`config.mk`:
```
export PLATFORM = sky130hd
export DESIGN_NAME = hamming_dec_pipe_flat
export DESIGN_NICKNAME = d
export VERILOG_FILES = /design/src/rtl/hamming_dec_pipe_pkg.sv /design/src/rtl/hamming_dec_pipe_if.sv /design/src/rtl/hamming_dec_pipe_syndrome.sv /design/src/rtl/hamming_dec_pipe.sv /design/src/flat_wrapper.sv
export SDC_FILE = /design/constraint.sdc
export NUM_CORES = 1
export LEC_CHECK = 0
export ABC_AREA = 1
export CAP_MARGIN = 20
export CORE_ASPECT_RATIO = 1.4
export CORE_MARGIN = 2
export CORE_UTILIZATION = 47
export CTS_CLUSTER_SIZE = 20
export DETAILED_ROUTE_END_ITERATION = 16
export GPL_TIMING_DRIVEN = 0
export PLACE_DENSITY_LB_ADDON = 0.12
export SYNTH_ARGS = -nofsm -noshare
export SYNTH_HDL_FRONTEND = slang
export SYNTH_SLANG_ARGS = --single-unit
```
`constraint.sdc`:
```
create_clock -name i_clk -period 1.4 [get_ports i_clk]
set_input_delay 0.28 -clock i_clk [delete_from_list [all_inputs] [get_ports i_clk]]
set_output_delay 0.28 -clock i_clk [all_outputs]
set_load 0.02 [all_outputs]
```
`src/rtl/hamming_dec_pipe_pkg.sv`:
```
`default_nettype none
// ============================================================================
// Module  : hamming_pkg
// Purpose : Shared Hamming(12,8) definitions for the encoder and decoder.
//           Codeword layout is 1-based position p = idx+1, with parity bits at
//           the power-of-two positions (idx 0,1,3,7). The data bits d0..d7
//           occupy the remaining indices in ascending order.
// Ports   : none (package)
// Rev     : 1.0  initial release
// ============================================================================
package hamming_pkg;

  localparam int CODE_W = 12;
  localparam int DATA_W = 8;
  localparam int SYN_W  = 4;

  // Parity bit indices; bit b of the syndrome covers every position that has
  // bit b set, i.e. every position that shares a bit with PARITY_IDX[b]+1.
  localparam int P0_IDX = 0;
  localparam int P1_IDX = 1;
  localparam int P3_IDX = 3;
  localparam int P7_IDX = 7;
  localparam int PARITY_IDX [SYN_W] = '{P0_IDX, P1_IDX, P3_IDX, P7_IDX};

  // Data bit d[i] lives at codeword index DATA_IDX[i].
  localparam int DATA_IDX [DATA_W] = '{2, 4, 5, 6, 8, 9, 10, 11};

  // Syndrome {s7,s3,s1,s0}: non-zero value is the 1-based position of a
  // single flipped bit.
  function automatic logic [SYN_W-1:0] syndrome(input logic [CODE_W-1:0] code);
    logic [SYN_W-1:0] s;
    s = '0;
    for (int b = 0; b < SYN_W; b++) begin
      for (int i = 0; i < CODE_W; i++) begin
        if (((i + 1) & (PARITY_IDX[b] + 1)) != 0) begin
          s[b] = s[b] ^ code[i];
        end
      end
    end
    return s;
  endfunction

  function automatic logic [DATA_W-1:0] extract_data(input logic [CODE_W-1:0] code);
    logic [DATA_W-1:0] d;
    d = '0;
    for (int i = 0; i < DATA_W; i++) begin
      d[i] = code[DATA_IDX[i]];
    end
    return d;
  endfunction

endpackage
`default_nettype wire

```
`src/rtl/hamming_dec_pipe_if.sv`:
```
`default_nettype none
// ============================================================================
// Module  : hamming_dec_pipe_if
// Purpose : Input and output valid/ready channels of the Hamming decoder.
// Ports   : i_valid/o_ready/i_code      - codeword channel into the decoder
//           o_valid/i_ready/o_data/o_syndrome/o_corrected/o_uncorr
//                                       - result channel out of the decoder
//           modport slave  : decoder side
//           modport master : producer/consumer side
// Rev     : 1.0  initial release
// ============================================================================
interface hamming_dec_pipe_if;
  import hamming_pkg::*;

  logic              i_valid;
  logic              o_ready;
  logic [CODE_W-1:0] i_code;
  logic              o_valid;
  logic              i_ready;
  logic [DATA_W-1:0] o_data;
  logic [SYN_W-1:0]  o_syndrome;
  logic              o_corrected;
  logic              o_uncorr;

  modport slave (
    input  i_valid, i_code, i_ready,
    output o_ready, o_valid, o_data, o_syndrome, o_corrected, o_uncorr
  );

  modport master (
    output i_valid, i_code, i_ready,
    input  o_ready, o_valid, o_data, o_syndrome, o_corrected, o_uncorr
  );

endinterface
`default_nettype wire

```
`src/rtl/hamming_dec_pipe_syndrome.sv`:
```
`default_nettype none
// ============================================================================
// Module  : hamming_syndrome
// Purpose : Combinational syndrome generator, codeword -> {s7,s3,s1,s0}.
// Ports   : i_code - 12-bit codeword
//           o_syn  - 4-bit syndrome
// Rev     : 1.0  initial release
// ============================================================================
module hamming_syndrome
  import hamming_pkg::*;
(
  input  wire logic [CODE_W-1:0] i_code,
  output logic      [SYN_W-1:0]  o_syn
);

  assign o_syn = syndrome(i_code);

endmodule
`default_nettype wire

```
`src/rtl/hamming_dec_pipe.sv`:
```
`default_nettype none
// ============================================================================
// Module  : hamming_dec_pipe
// Purpose : Two-stage pipelined Hamming(12,8) SEC decoder with valid/ready on
//           both sides and saturating corrected/uncorrectable event counters.
//           S1 registers the codeword and its syndrome; S2 registers the
//           corrected data and flags.
// Ports   : i_clk, i_rst_n  - clock, async active-low reset
//           bus (slave)     - codeword in / decoded result out
//           i_clr_cnt       - synchronous clear of both counters
//           o_corr_cnt      - accepted words with a corrected error
//           o_uncorr_cnt    - accepted words with an uncorrectable syndrome
// Rev     : 1.0  initial release
// ============================================================================
module hamming_dec_pipe
  import hamming_pkg::*;
#(
  parameter int CNT_W = 16
) (
  input  wire logic              i_clk,
  input  wire logic              i_rst_n,
  hamming_dec_pipe_if.slave      bus,
  input  wire logic              i_clr_cnt,
  output logic      [CNT_W-1:0]  o_corr_cnt,
  output logic      [CNT_W-1:0]  o_uncorr_cnt
);

  localparam logic [CNT_W-1:0] C_CNT_MAX = {CNT_W{1'b1}};

  logic              r_s1_valid;
  logic [CODE_W-1:0] r_s1_code;
  logic [SYN_W-1:0]  r_s1_syn;
  logic [SYN_W-1:0]  w_syn;

  logic              r_o_valid;
  logic [DATA_W-1:0] r_o_data;
  logic [SYN_W-1:0]  r_o_syn;
  logic              r_o_corr;
  logic              r_o_uncorr;
  logic [CNT_W-1:0]  r_corr_cnt;
  logic [CNT_W-1:0]  r_uncorr_cnt;

  logic              w_accept;
  logic              w_s2_load;
  logic              w_out_fire;
  logic              w_fix_en;
  logic              w_uncorr;
  logic [CODE_W-1:0] w_flip;
  logic [DATA_W-1:0] w_fixed_data;

  hamming_syndrome u_syn (
    .i_code (bus.i_code),
    .o_syn  (w_syn)
  );

  // S2 can take S1's word when it is empty or its word leaves this cycle, so
  // a word can enter S1 in the same cycle S1 drains: no bubbles at full rate.
  assign w_s2_load   = r_s1_valid && (!r_o_valid || bus.i_ready);
  assign bus.o_ready = !r_s1_valid || w_s2_load;
  assign w_accept    = bus.i_valid && bus.o_ready;
  assign w_out_fire  = r_o_valid && bus.i_ready;

  // Syndromes 1..12 name a real bit; 13..15 point outside the codeword.
  assign w_fix_en     = (r_s1_syn != '0) && (r_s1_syn <= SYN_W'(CODE_W));
  assign w_uncorr     = (r_s1_syn >  SYN_W'(CODE_W));
  assign w_flip       = w_fix_en ? (CODE_W'(1) << (r_s1_syn - SYN_W'(1))) : '0;
  assign w_fixed_data = extract_data(r_s1_code ^ w_flip);

  always_ff @(posedge i_clk or negedge i_rst_n) begin
    if (!i_rst_n) begin
      r_s1_valid <= 1'b0;
      r_s1_code  <= '0;
      r_s1_syn   <= '0;
    end else if (w_accept) begin
      r_s1_valid <= 1'b1;
      r_s1_code  <= bus.i_code;
      r_s1_syn   <= w_syn;
    end else if (w_s2_load) begin
      r_s1_valid <= 1'b0;
    end
  end

  always_ff @(posedge i_clk or negedge i_rst_n) begin
    if (!i_rst_n) begin
      r_o_valid  <= 1'b0;
      r_o_data   <= '0;
      r_o_syn    <= '0;
      r_o_corr   <= 1'b0;
      r_o_uncorr <= 1'b0;
    end else if (w_s2_load) begin
      r_o_valid  <= 1'b1;
      r_o_data   <= w_fixed_data;
      r_o_syn    <= r_s1_syn;
      r_o_corr   <= w_fix_en;
      r_o_uncorr <= w_uncorr;
    end else if (bus.i_ready) begin
      r_o_valid  <= 1'b0;
    end
  end

  // Clear takes priority over a coincident increment.
  always_ff @(posedge i_clk or negedge i_rst_n) begin
    if (!i_rst_n) begin
      r_corr_cnt   <= '0;
      r_uncorr_cnt <= '0;
    end else if (i_clr_cnt) begin
      r_corr_cnt   <= '0;
      r_uncorr_cnt <= '0;
    end else begin
      if (w_out_fire && r_o_corr && (r_corr_cnt != C_CNT_MAX)) begin
        r_corr_cnt <= r_corr_cnt + CNT_W'(1);
      end
      if (w_out_fire && r_o_uncorr && (r_uncorr_cnt != C_CNT_MAX)) begin
        r_uncorr_cnt <= r_uncorr_cnt + CNT_W'(1);
      end
    end
  end

  assign bus.o_valid     = r_o_valid;
  assign bus.o_data      = r_o_data;
  assign bus.o_syndrome  = r_o_syn;
  assign bus.o_corrected = r_o_corr;
  assign bus.o_uncorr    = r_o_uncorr;
  assign o_corr_cnt      = r_corr_cnt;
  assign o_uncorr_cnt    = r_uncorr_cnt;

endmodule
`default_nettype wire

```
`src/flat_wrapper.sv`:
```
// flat-port wrapper written by rule: the top's interface ports become plain ports
module hamming_dec_pipe_flat import hamming_pkg::*;
#(
  parameter int CNT_W = 16
)
  (i_clk, i_rst_n, i_clr_cnt, o_corr_cnt, o_uncorr_cnt, bus_i_valid, bus_i_code, bus_i_ready, bus_o_ready, bus_o_valid, bus_o_data, bus_o_syndrome, bus_o_corrected, bus_o_uncorr);
  hamming_dec_pipe_if bus_i ();
  input  wire logic i_clk;
  input  wire logic i_rst_n;
  input  wire logic i_clr_cnt;
  output logic      [CNT_W-1:0] o_corr_cnt;
  output logic      [CNT_W-1:0] o_uncorr_cnt;
  input wire logic [$bits(bus_i.i_valid)-1:0] bus_i_valid;
  input wire logic [$bits(bus_i.i_code)-1:0] bus_i_code;
  input wire logic [$bits(bus_i.i_ready)-1:0] bus_i_ready;
  output wire logic [$bits(bus_i.o_ready)-1:0] bus_o_ready;
  output wire logic [$bits(bus_i.o_valid)-1:0] bus_o_valid;
  output wire logic [$bits(bus_i.o_data)-1:0] bus_o_data;
  output wire logic [$bits(bus_i.o_syndrome)-1:0] bus_o_syndrome;
  output wire logic [$bits(bus_i.o_corrected)-1:0] bus_o_corrected;
  output wire logic [$bits(bus_i.o_uncorr)-1:0] bus_o_uncorr;
  assign bus_i.i_valid = bus_i_valid;
  assign bus_i.i_code = bus_i_code;
  assign bus_i.i_ready = bus_i_ready;
  assign bus_o_ready = bus_i.o_ready;
  assign bus_o_valid = bus_i.o_valid;
  assign bus_o_data = bus_i.o_data;
  assign bus_o_syndrome = bus_i.o_syndrome;
  assign bus_o_corrected = bus_i.o_corrected;
  assign bus_o_uncorr = bus_i.o_uncorr;
  hamming_dec_pipe #(.CNT_W(CNT_W)) u_core (.i_clk(i_clk), .i_rst_n(i_rst_n), .bus(bus_i), .i_clr_cnt(i_clr_cnt), .o_corr_cnt(o_corr_cnt), .o_uncorr_cnt(o_uncorr_cnt));
endmodule
```
==> impl_metrics.csv, run 1 <==
group,metric,value,unit
clock_network,cts.clk_slew.worst_paths,0.07,ns
global_route,grt_max_degree,33,
worst_setup_path,cp-end-kind,"flop",
synth,synth-edff-count,0,
sta,worst_slew_pin_slew,0.752,ns
worst_setup_path,reg2regPathDepth,9,
worst_setup_path,crit_top_cell,"nand2_1",
synth,synth-main-ff-cell,"dfrtp_1",
synth,netlist_top_cells_area,"dfrtp_1 44%, nand2_1 21%, nor2_1 5.9%, nand4_1 5.3%, xor2_1 4.6%",
layout,fin_nets,621,
layout,drive_above_1_share,32.3,%
sta,slew_viol_final,0,
synth,ys_async_sr_fraction,100,%
clock_network,cts_max_level,3,
pwr,peakVddDrop,0.000646,V
sta,final-setup-viol-count,22,
worst_setup_path,start_kind,"flop",
global_route,antenna_found_initial,0,
floorplan,rows,36,
synth,synth_area,3420,um^2
sta,fin_setup_tns,-0.659,ns
layout,layout_commonest_cell,"nand2_1",
synth,yosysTopAreaCell,"dfrtp_1",
synth,synth_seq_cells,60,
clock_network,cts.sinks,60,
worst_setup_path,cp_slowest_cell,"dfrtp_2",
route,detail-route-antenna-nets,0,
global_route,grt_pass1_wl,16.1,mm
placement,place_congestion,0.855,
clock_network,clock_latency,0.34,ns
sta,fin_crit,1.46,ns
route,drtPass1Iterations,5,
route,vias,3680,
worst_setup_path,crit_chain,"nand2_1 > nor2_4 > nand2_2 > nor2_4 > o21ai_4 > inv_4 > buf_6 > nand2_1 > nand2_1",
route,drtIter0Drc,324,
worst_setup_path,max_stage_delay,0.41,ns
floorplan,start_util,48.6,%
sta,fmax,684,MHz
sta,worst_slack,-0.0626,ns
layout,utilization,70.9,%
worst_setup_path,worstPathRequired,1.68,ns
sta,finalHoldViolCount,0,
sta,fin_skew,0.00702,ns
clock_network,cts_tree,"done",
sta,relSlewSlack,49.9,%
outcome,violations,"setup timing",
synth,ys_seq_area_share,43.9,%
sta,whs,0.00277,ns
clock_network,numCtsBuffers,9,
worst_setup_path,crit_type,"flop to flop",
worst_setup_path,timing.rr.end,"u_core.o_corr_cnt[11]",
min_path,hp-class,"primary input to asynchronous set/reset pin",
clock_network,clk_root_buffer_cell,"clkbuf_8",
global_route,gr-total-overflow,0,
placement,dpl_cell_area,4270,um^2
sta,timing.final.crit_share,104,%
floorplan,fp.coreArea,7030,um^2
clock_network,postCtsHoldBufs,0,
outcome,status,"finished, violations left",
sta,rsz0062_at_grt,"true",
flow_run,drv_cap,0,
layout,area_growth,45.8,%
synth,yosysWarningCount,0,
route,totalWireLength,9.96,mm
synth,syn_inst,474,
route,wl_per_cell,14.2,um
synth,ys_types,25,
layout,mostFrequentLayoutCells,"152 x nand2_1, 54 x buf_4, 40 x dfrtp_1",
floorplan,io_pins,65,
worst_setup_path,regToRegSetupSlack,-0.06,ns
worst_setup_path,worstPathMaxFanout,5,
worst_setup_path,crit_arrival,1.74,ns
worst_setup_path,crit_start,"u_core.o_corr_cnt[5]",
route,via_per_inst,5.24,
worst_setup_path,rr_startpoint,"u_core.o_corr_cnt[5]",
clock_network,clk_path_buf_depth,2,
synth,yosysTopAreaCellShare,43.9,%
layout,design_area,4980,um^2
floorplan,die_y,105,um
placement,hpwl,6.56,mm
global_route,grt_usage,25.3,%
layout,antennaDiodeCount,0,
placement,portBuffers,64,
route,drc_errors,0,
synth,syn_avg_cell_area,7.21,um^2
pwr,p_per_area,965,nW/um^2
pwr,total_power,4810,uW
pwr,p_leak,0.00239,uW
global_route,grt_pass1_vias,3571,
synth,synth_nets,493,
floorplan,die-area,7980,um^2
floorplan,die_w,76.1,um
-- report_power, final --
part	internal (uW)	switching [uW]	total (uW)
combinational	516	804	1320
sequential	1960	169	2130
clock	688	670	1360
-- per-layer routing --
| metal | global-route usage [%] | routed length [um] | up-vias |
|---|---|---|---|
| li1 | - | - | 1769 |
| met1 | 26.1 | 3640 | 1735 |
| met2 | 47.9 | 5530 | 142 |
| met3 | 5.44 | 522 | 34 |
| met4 | 12.3 | 270 | 0 |
| met5 | 0 | 0 | - |
-- cell usage after synthesis, types with 2 or more instances --
library cell  instances
buf_2                 4
buf_6                 2
clkbuf_1              3
dfrtp_1              60
ha_1                  2
inv_1                35
nand2_1             188
nand2_2               2
nand3_1              25
nand4_1              29
nor2_1               54
nor2_2                3
nor2_4                3
o21ai_0              24
o21bai_1              5
or2_2                 6
xnor2_1               4
xor2_1               18
-- worst max path at each step --
| stage | end | slack [ns] | depth (start not counted) |
|---|---|---|---|
| after floorplan | u_core.o_corr_cnt[12] | -0.09 | 10 |
| after global placement | u_core.o_corr_cnt[9] | -2.12 | 1 |
| after detailed placement | u_core.o_uncorr_cnt[14] | -0.63 | 6 |
| after CTS | u_core.o_corr_cnt[9] | -0.09 | 10 |
| after global routing | u_core.o_uncorr_cnt[10] | -0.16 | 10 |
| final | u_core.o_corr_cnt[11] | -0.06 | 9 |
-- final cells by class --
cell class	instances	area, um^2
Fill cell	594	2040
Multi-Input combinational cell	366	1960
Sequential cell	60	1530
Timing Repair Buffer	117	987
Clock buffer	14	153
Inverter	38	151
Tap cell	95	119
Buffer	10	80.1
Clock inverter	2	10.0
-- registers in the layout (all words and copies together), names as in the netlist --
signal and flops:
u_core.bus.o_syndrome 4, u_core.bus.o_corrected 1, u_core.bus.o_valid 1, u_core.r_s1_valid 1, u_core.bus.o_uncorr 1, u_core.r_s1_code 8, u_core.r_s1_syn 4, u_core.o_corr_cnt 16
u_core.o_uncorr_cnt 16, u_core.bus.o_data 8
-- per-stage QoR --
stage / setup slack (ns) / instances
final: -0.0626 / 702
after CTS: -0.0934 / 685
after detailed placement: -0.630 / 634
after global routing: -0.159 / 702
after floorplan: -0.0923 / 474
after global placement: -2.12 / 633
-- cells by family (layout without fill, tap and decap cells) --
group	count (synthesis)	in the layout	synth area share, %
simple gates	310	310	38.5
compound gates	32	32	5.27
buf+inv	48	181	5.89
flops	60	60	43.9
fa+ha+maj	2	2	0.732
xor+xnor	22	22	5.64
-- timing repair --
action	CTS	global route
buffers inserted	33	17
resized for setup	141	64
pin swaps	10	10
cloned	2	0
hold endpoints to repair	0	0
setup endpoints to repair	87	64
-- critical path, delay by kind of cell (launching register included) --
family / cells / cell delay (ns)
AND/OR/NAND/NOR: 6 / 0.65
flip-flops: 1 / 0.41
buffers and inverters: 2 / 0.24
AO/OA/AOI/OAI: 1 / 0.09
Note: power is estimated with default switching activity, not from simulation.
==> run 2, diff against run 1 <==
- CTS_CLUSTER_DIAMETER: default -> 120
==> results of run 2 <==
Final layout, timing and power as in run 1 (identical DEF).
==> run 3, diff against run 2 <==
- CAP_MARGIN: 20 -> default
- CTS_CLUSTER_SIZE: 20 -> 12
==> results of run 3 <==
Final layout, timing and power as in run 1 (identical DEF).
